## src/rtl/regfile_scoreboard.sv

```systemverilog
// Parametrised register file with two registered read ports (write/reserve bypass),
// one write port, and a per-register busy scoreboard for pending multi-cycle loads.
module regfile_scoreboard #(
  parameter int NUM_REGS  = 8,
  parameter int DATA_BITS = 8,
  parameter int ADDR_BITS = $clog2(NUM_REGS),
  parameter int ZERO_REG  = 0
) (
  input  logic                 clk_i,
  input  logic                 reset_i,
  input  logic [ADDR_BITS-1:0] rd0_addr_i,
  input  logic                 rd0_enable_i,
  output logic [DATA_BITS-1:0] rd0_data_o,
  output logic                 rd0_busy_o,
  input  logic [ADDR_BITS-1:0] rd1_addr_i,
  input  logic                 rd1_enable_i,
  output logic [DATA_BITS-1:0] rd1_data_o,
  output logic                 rd1_busy_o,
  input  logic [ADDR_BITS-1:0] wr_addr_i,
  input  logic                 wr_enable_i,
  input  logic [DATA_BITS-1:0] wr_data_i,
  input  logic [ADDR_BITS-1:0] resv_addr_i,
  input  logic                 resv_enable_i,
  output logic [NUM_REGS-1:0]  busy_mask_o
);

  logic [DATA_BITS-1:0] mem_q [NUM_REGS];
  logic [DATA_BITS-1:0] mem_d [NUM_REGS];
  logic [NUM_REGS-1:0]  busy_q, busy_d;
  logic [DATA_BITS-1:0] rd0_data_q, rd0_data_d, rd1_data_q, rd1_data_d;
  logic                 rd0_busy_q, rd0_busy_d, rd1_busy_q, rd1_busy_d;
  logic                 wr_ok, resv_ok;

  // With a hardwired zero register, operations aimed at address 0 are dropped.
  always_comb begin
    wr_ok   = wr_enable_i;
    resv_ok = resv_enable_i;
    if ((ZERO_REG != 0) && (wr_addr_i == '0)) begin
      wr_ok = 1'b0;
    end else begin
      wr_ok = wr_enable_i;
    end
    if ((ZERO_REG != 0) && (resv_addr_i == '0)) begin
      resv_ok = 1'b0;
    end else begin
      resv_ok = resv_enable_i;
    end
  end

  // Storage and scoreboard next state; a reserve wins over a same-address write's clear.
  always_comb begin
    for (int i = 0; i < NUM_REGS; i++) begin
      mem_d[i] = mem_q[i];
    end
    busy_d = busy_q;
    if (wr_ok) begin
      mem_d[wr_addr_i]  = wr_data_i;
      busy_d[wr_addr_i] = 1'b0;
    end else begin
      busy_d = busy_q;
    end
    if (resv_ok) begin
      busy_d[resv_addr_i] = 1'b1;
    end else begin
      busy_d = busy_d;
    end
    if (ZERO_REG != 0) begin
      mem_d[0]  = '0;
      busy_d[0] = 1'b0;
    end else begin
      busy_d = busy_d;
    end
  end

  // Reads sample next state, which bypasses the same-cycle write and reserve.
  always_comb begin
    rd0_data_d = rd0_data_q;
    rd0_busy_d = rd0_busy_q;
    rd1_data_d = rd1_data_q;
    rd1_busy_d = rd1_busy_q;
    if (rd0_enable_i) begin
      rd0_data_d = mem_d[rd0_addr_i];
      rd0_busy_d = busy_d[rd0_addr_i];
    end else begin
      rd0_data_d = rd0_data_q;
      rd0_busy_d = rd0_busy_q;
    end
    if (rd1_enable_i) begin
      rd1_data_d = mem_d[rd1_addr_i];
      rd1_busy_d = busy_d[rd1_addr_i];
    end else begin
      rd1_data_d = rd1_data_q;
      rd1_busy_d = rd1_busy_q;
    end
  end

  // State registers with synchronous reset overriding every other input.
  always_ff @(posedge clk_i) begin
    if (reset_i) begin
      for (int i = 0; i < NUM_REGS; i++) begin
        mem_q[i] <= '0;
      end
      busy_q     <= '0;
      rd0_data_q <= '0;
      rd0_busy_q <= 1'b0;
      rd1_data_q <= '0;
      rd1_busy_q <= 1'b0;
    end else begin
      for (int i = 0; i < NUM_REGS; i++) begin
        mem_q[i] <= mem_d[i];
      end
      busy_q     <= busy_d;
      rd0_data_q <= rd0_data_d;
      rd0_busy_q <= rd0_busy_d;
      rd1_data_q <= rd1_data_d;
      rd1_busy_q <= rd1_busy_d;
    end
  end

  assign rd0_data_o  = rd0_data_q;
  assign rd0_busy_o  = rd0_busy_q;
  assign rd1_data_o  = rd1_data_q;
  assign rd1_busy_o  = rd1_busy_q;
  assign busy_mask_o = busy_q;

endmodule

```

## config.mk

```make
export PLATFORM = sky130hd
export DESIGN_NAME = regfile_scoreboard
export DESIGN_NICKNAME = d
export VERILOG_FILES = /design/src/rtl/regfile_scoreboard.sv
export SDC_FILE = /design/constraint.sdc
export NUM_CORES = 1
export LEC_CHECK = 0
export CAP_MARGIN = 10
export CORE_MARGIN = 2
export CORE_UTILIZATION = 57
export DETAILED_ROUTE_END_ITERATION = 10
export PLACE_DENSITY_LB_ADDON = 0.12
export RECOVER_POWER = 50
export SETUP_SLACK_MARGIN = 0.02
export SLEW_MARGIN = 20
export SYNTH_ARGS = -nofsm -noshare
export SYNTH_HDL_FRONTEND = slang
export SYNTH_SLANG_ARGS = --single-unit
```

## constraint.sdc

```tcl
create_clock -name clk_i -period 2.2 [get_ports clk_i]
set_input_delay 0.44 -clock clk_i [delete_from_list [all_inputs] [get_ports clk_i]]
set_output_delay 0.44 -clock clk_i [all_outputs]
set_load 0.05 [all_outputs]
```

==> results by group <==
Clock network
  – Clk slew on worst S/H paths: 0.09 ns
  – Total CTS buffers: 9
  – Clk root buf: clkbuf_8
  – TritonCTS Sinks: 90
  – Worst-skew pair later-pin latency: 0.37 ns
  – H-tree Lvls: 3
  – Deepest clock path buffer count: 2
  – CTS tree: done

Worst setup path
  – Critical path arrival: 2.32 ns
  – Critical path cell sequence: dlygate4sd2_1 > buf_4 > buf_4 > nor4b_4 > clkbuf_1 > nor2_2 > a32o_1 > o21bai_1 > o31ai_2
  – Slowest cell on the critical path: o21bai_1
  – Worst Path Max Fanout: 8
  – Largest stage delay on the critical path: 0.32 ns
  – R2R Path Start: busy_mask_o[4]
  – CP Class: input pin to flop
  – Setup crit end kind: flop
  – Most used cell, CP: buf_4
  – FF-to-FF setup slack: 0.68 ns
  – R2R Path End: rd1_busy_o
  – Worst path required time: 2.45 ns
  – Worst Setup Start Kind: input pin
  – Reg2Reg Depth: 5

Hold path
  – Hold path depth: 2
  – Beginning of the worst hold path: reset_i
  – Worst Hold Path EP: mem_q[0][1]
  – Worst hold path class: input pin to flop

Floorplan
  – Core area: 0.00868 mm2
  – Die area: 0.00968 mm2
  – Die W: 98.4 um
  – Die H: 98.4 um
  – Std-Cell Rows: 34
  – IO Pins: 52
  – Starting Density: 0.585

Timing
  – Final setup fails: 0
  – Max-slew headroom: 0.428
  – Measured slew at the worst slew-check pin: 0.856 ns
  – Fin crit period: 2.06 ns
  – Clk_skew: 0.0111 ns
  – Tcrit/Tclk final: 0.939
  – F_max: 0.484 GHz
  – Max-slew violations: 0
  – RSZ-0062 raised after global routing: false
  – Final hold viol count: 0

Cells and area
  – Nets: 728
  – Area grow syn2layout: 31.2%
  – Fin cells: 815
  – Antenna diodes: 0
  – Share of cells above drive strength 1: 0.248

Global route
  – Overall routing resource usage: 0.354
  – Initial antenna violation count: 0
  – Largest net degree at the start of global routing: 60
  – GRT overflow: 0
  – Vias in the first global route: 5,128
  – First-pass GRT wire length: 26.9 mm

Synth
  – Most used DFF post-synth: dfxtp_1
  – Distinct cell type count after synthesis: 52
  – Post-synth net total: 598
  – Cells after Synth: 572
  – Netlist Area Pre-Place: 0.00508 mm2
  – Warnings, synthesis: 0
  – Syn avg cell area: 8.88 um2
  – Asr flop ratio synth: 0
  – Most frequent cells after synthesis: dfxtp_1, nand2_1, nor2_1, a21oi_1, mux2i_1
  – Most numerous cell in the Yosys netlist: dfxtp_1
  – Ranking of synthesized cells by area: dfxtp_1, mux4_2, mux2i_1
  – Synth area leader: dfxtp_1
  – Synthesized flop and latch total: 90
  – Sequential area share after synthesis: 0.355
  – Post-synth EDFFs: 0
  – Synth top area share: 0.355

Place
  – GP Congestion: 0.931
  – Post-DP HPWL: 12.8 mm
  – DP Cell Count: 796
  – Port bufs: 51

Detailed routing
  – Total number of vias: 5,325
  – # DRC: 0
  – Pre-antenna DRT Iters: 6
  – Post-route antenna net violation count: 0
  – DRT Wirelength: 17.5 mm
  – Vias/cell: 6.53
  – First DRT Iteration DRCs: 609
  – Routed WL per cell: 21.4 um

Power and ir drop
  – Leak Pwr: 2.64 nW
  – Power consumption: 3.71 mW
  – Worst vdd ir: 291 uV
  – PD cells: 557 mW/mm2

Job
  – Max_cap viols: 0

Run status
  – Status: finished clean
[flip-flops by register name (all words and copies together), names as in the netlist]
register     count
rd1_busy_o       1
rd1_data_o       8
rd0_data_o       8
rd0_busy_o       1
mem_q           64
busy_mask_o      8
[logic make-up (layout without fill, tap and decap cells)]
family | after synthesis | in the layout | share of synthesized area
AND/OR/NAND/NOR | 216 | 216 | 0.217
AO/OA/AOI/OAI | 148 | 148 | 0.213
flip-flops | 90 | 90 | 0.355
buffers and inverters | 62 | 197 | 0.0574
multiplexers | 54 | 54 | 0.154
XOR/XNOR | 2 | 2 | 0.00345
[cells in the final DEF (no fill, tap or decap), drive strengths merged, types with 9 or more instances in the layout]
| master | count |
|---|---|
| mux2i | 34 |
| nand3 | 14 |
| dfxtp | 90 |
| o21ai | 21 |
| nor2 | 53 |
| a211oi | 16 |
| a22oi | 9 |
| a22o | 16 |
| a21oi | 35 |
| mux4 | 19 |
| buf | 109 |
| clkdlybuf4s50 | 44 |
| clkbuf | 27 |
| nand2 | 86 |
| nor3 | 10 |
| a32o | 14 |
[critical path, delay by kind of cell]
| family | cells | cell delay, ns |
|---|---|---|
| AOI/OAI and AO/OA | 3 | 0.64 |
| buffers and inverters | 4 | 0.85 |
| and+or+nand+nor | 2 | 0.37 |
[stage by stage]
step	util	setup TNS, ns	instance area, um2	hold slack [ns]	worst slack, ns
after global routing	0.768	0	6660	0.451	0.0434
final	0.768	0	6660	0.445	0.135
after detailed placement	0.736	-7.57	6390	0.455	-0.438
after global placement	0.736	-6.83	6390	0.449	-0.425
after CTS	0.764	0	6630	0.439	0.0213
after floorplan	-	0	5080	0.441	0.223
[layout make-up]
type,instances,area (um2)
Clock buffer,10,138
Clock inverter,6,71.3
Fill cell,653,2020
Inverter,6,22.5
Multi-Input combinational cell,420,3030
Sequential cell,90,1800
Tap cell,108,135
Timing Repair Buffer,175,1470
[per-layer routing]
layer  up-vias  routed length (um)  global-route usage  share of wire
met5         -                   0                   0              0
met4         0                 773               0.150          0.044
met3        71                1560              0.0637          0.089
met2       341                8390               0.607           0.48
met1      2543                6740               0.438           0.39
li1       2370                   -                   -              -
[report_power, final]
part	internal, mW	leakage (nW)	switching, mW
sequential	1.68	0.730	0.0326
combinational	0.343	1.81	0.458
clock	0.566	0.0995	0.636
total	2.59	2.64	1.13
[how the worst max path moves through the flow]
stage	to	start	depth (start not counted)	slack, ns
finish	rd1_data_o[1]	wr_addr_i[0]	9	0.14
global route	rd1_busy_o	resv_addr_i[2]	6	0.04
CTS	rd0_data_o[5]	wr_addr_i[2]	9	0.02
detailed placement	rd0_data_o[5]	wr_addr_i[0]	8	-0.44
global placement	rd0_data_o[5]	wr_addr_i[0]	8	-0.42
floorplan	rd0_data_o[0]	wr_addr_i[0]	7	0.22
[what timing repair did]
| action | CTS | global route |
|---|---|---|
| gates resized for setup | 10 | 12 |
| gates cloned | 0 | 2 |
| setup endpoints to repair | 16 | 18 |
| setup buffers | 0 | 1 |
| pin swaps | 0 | 1 |
| hold buffers | 0 | 0 |
(Power assumes the default switching activity.)
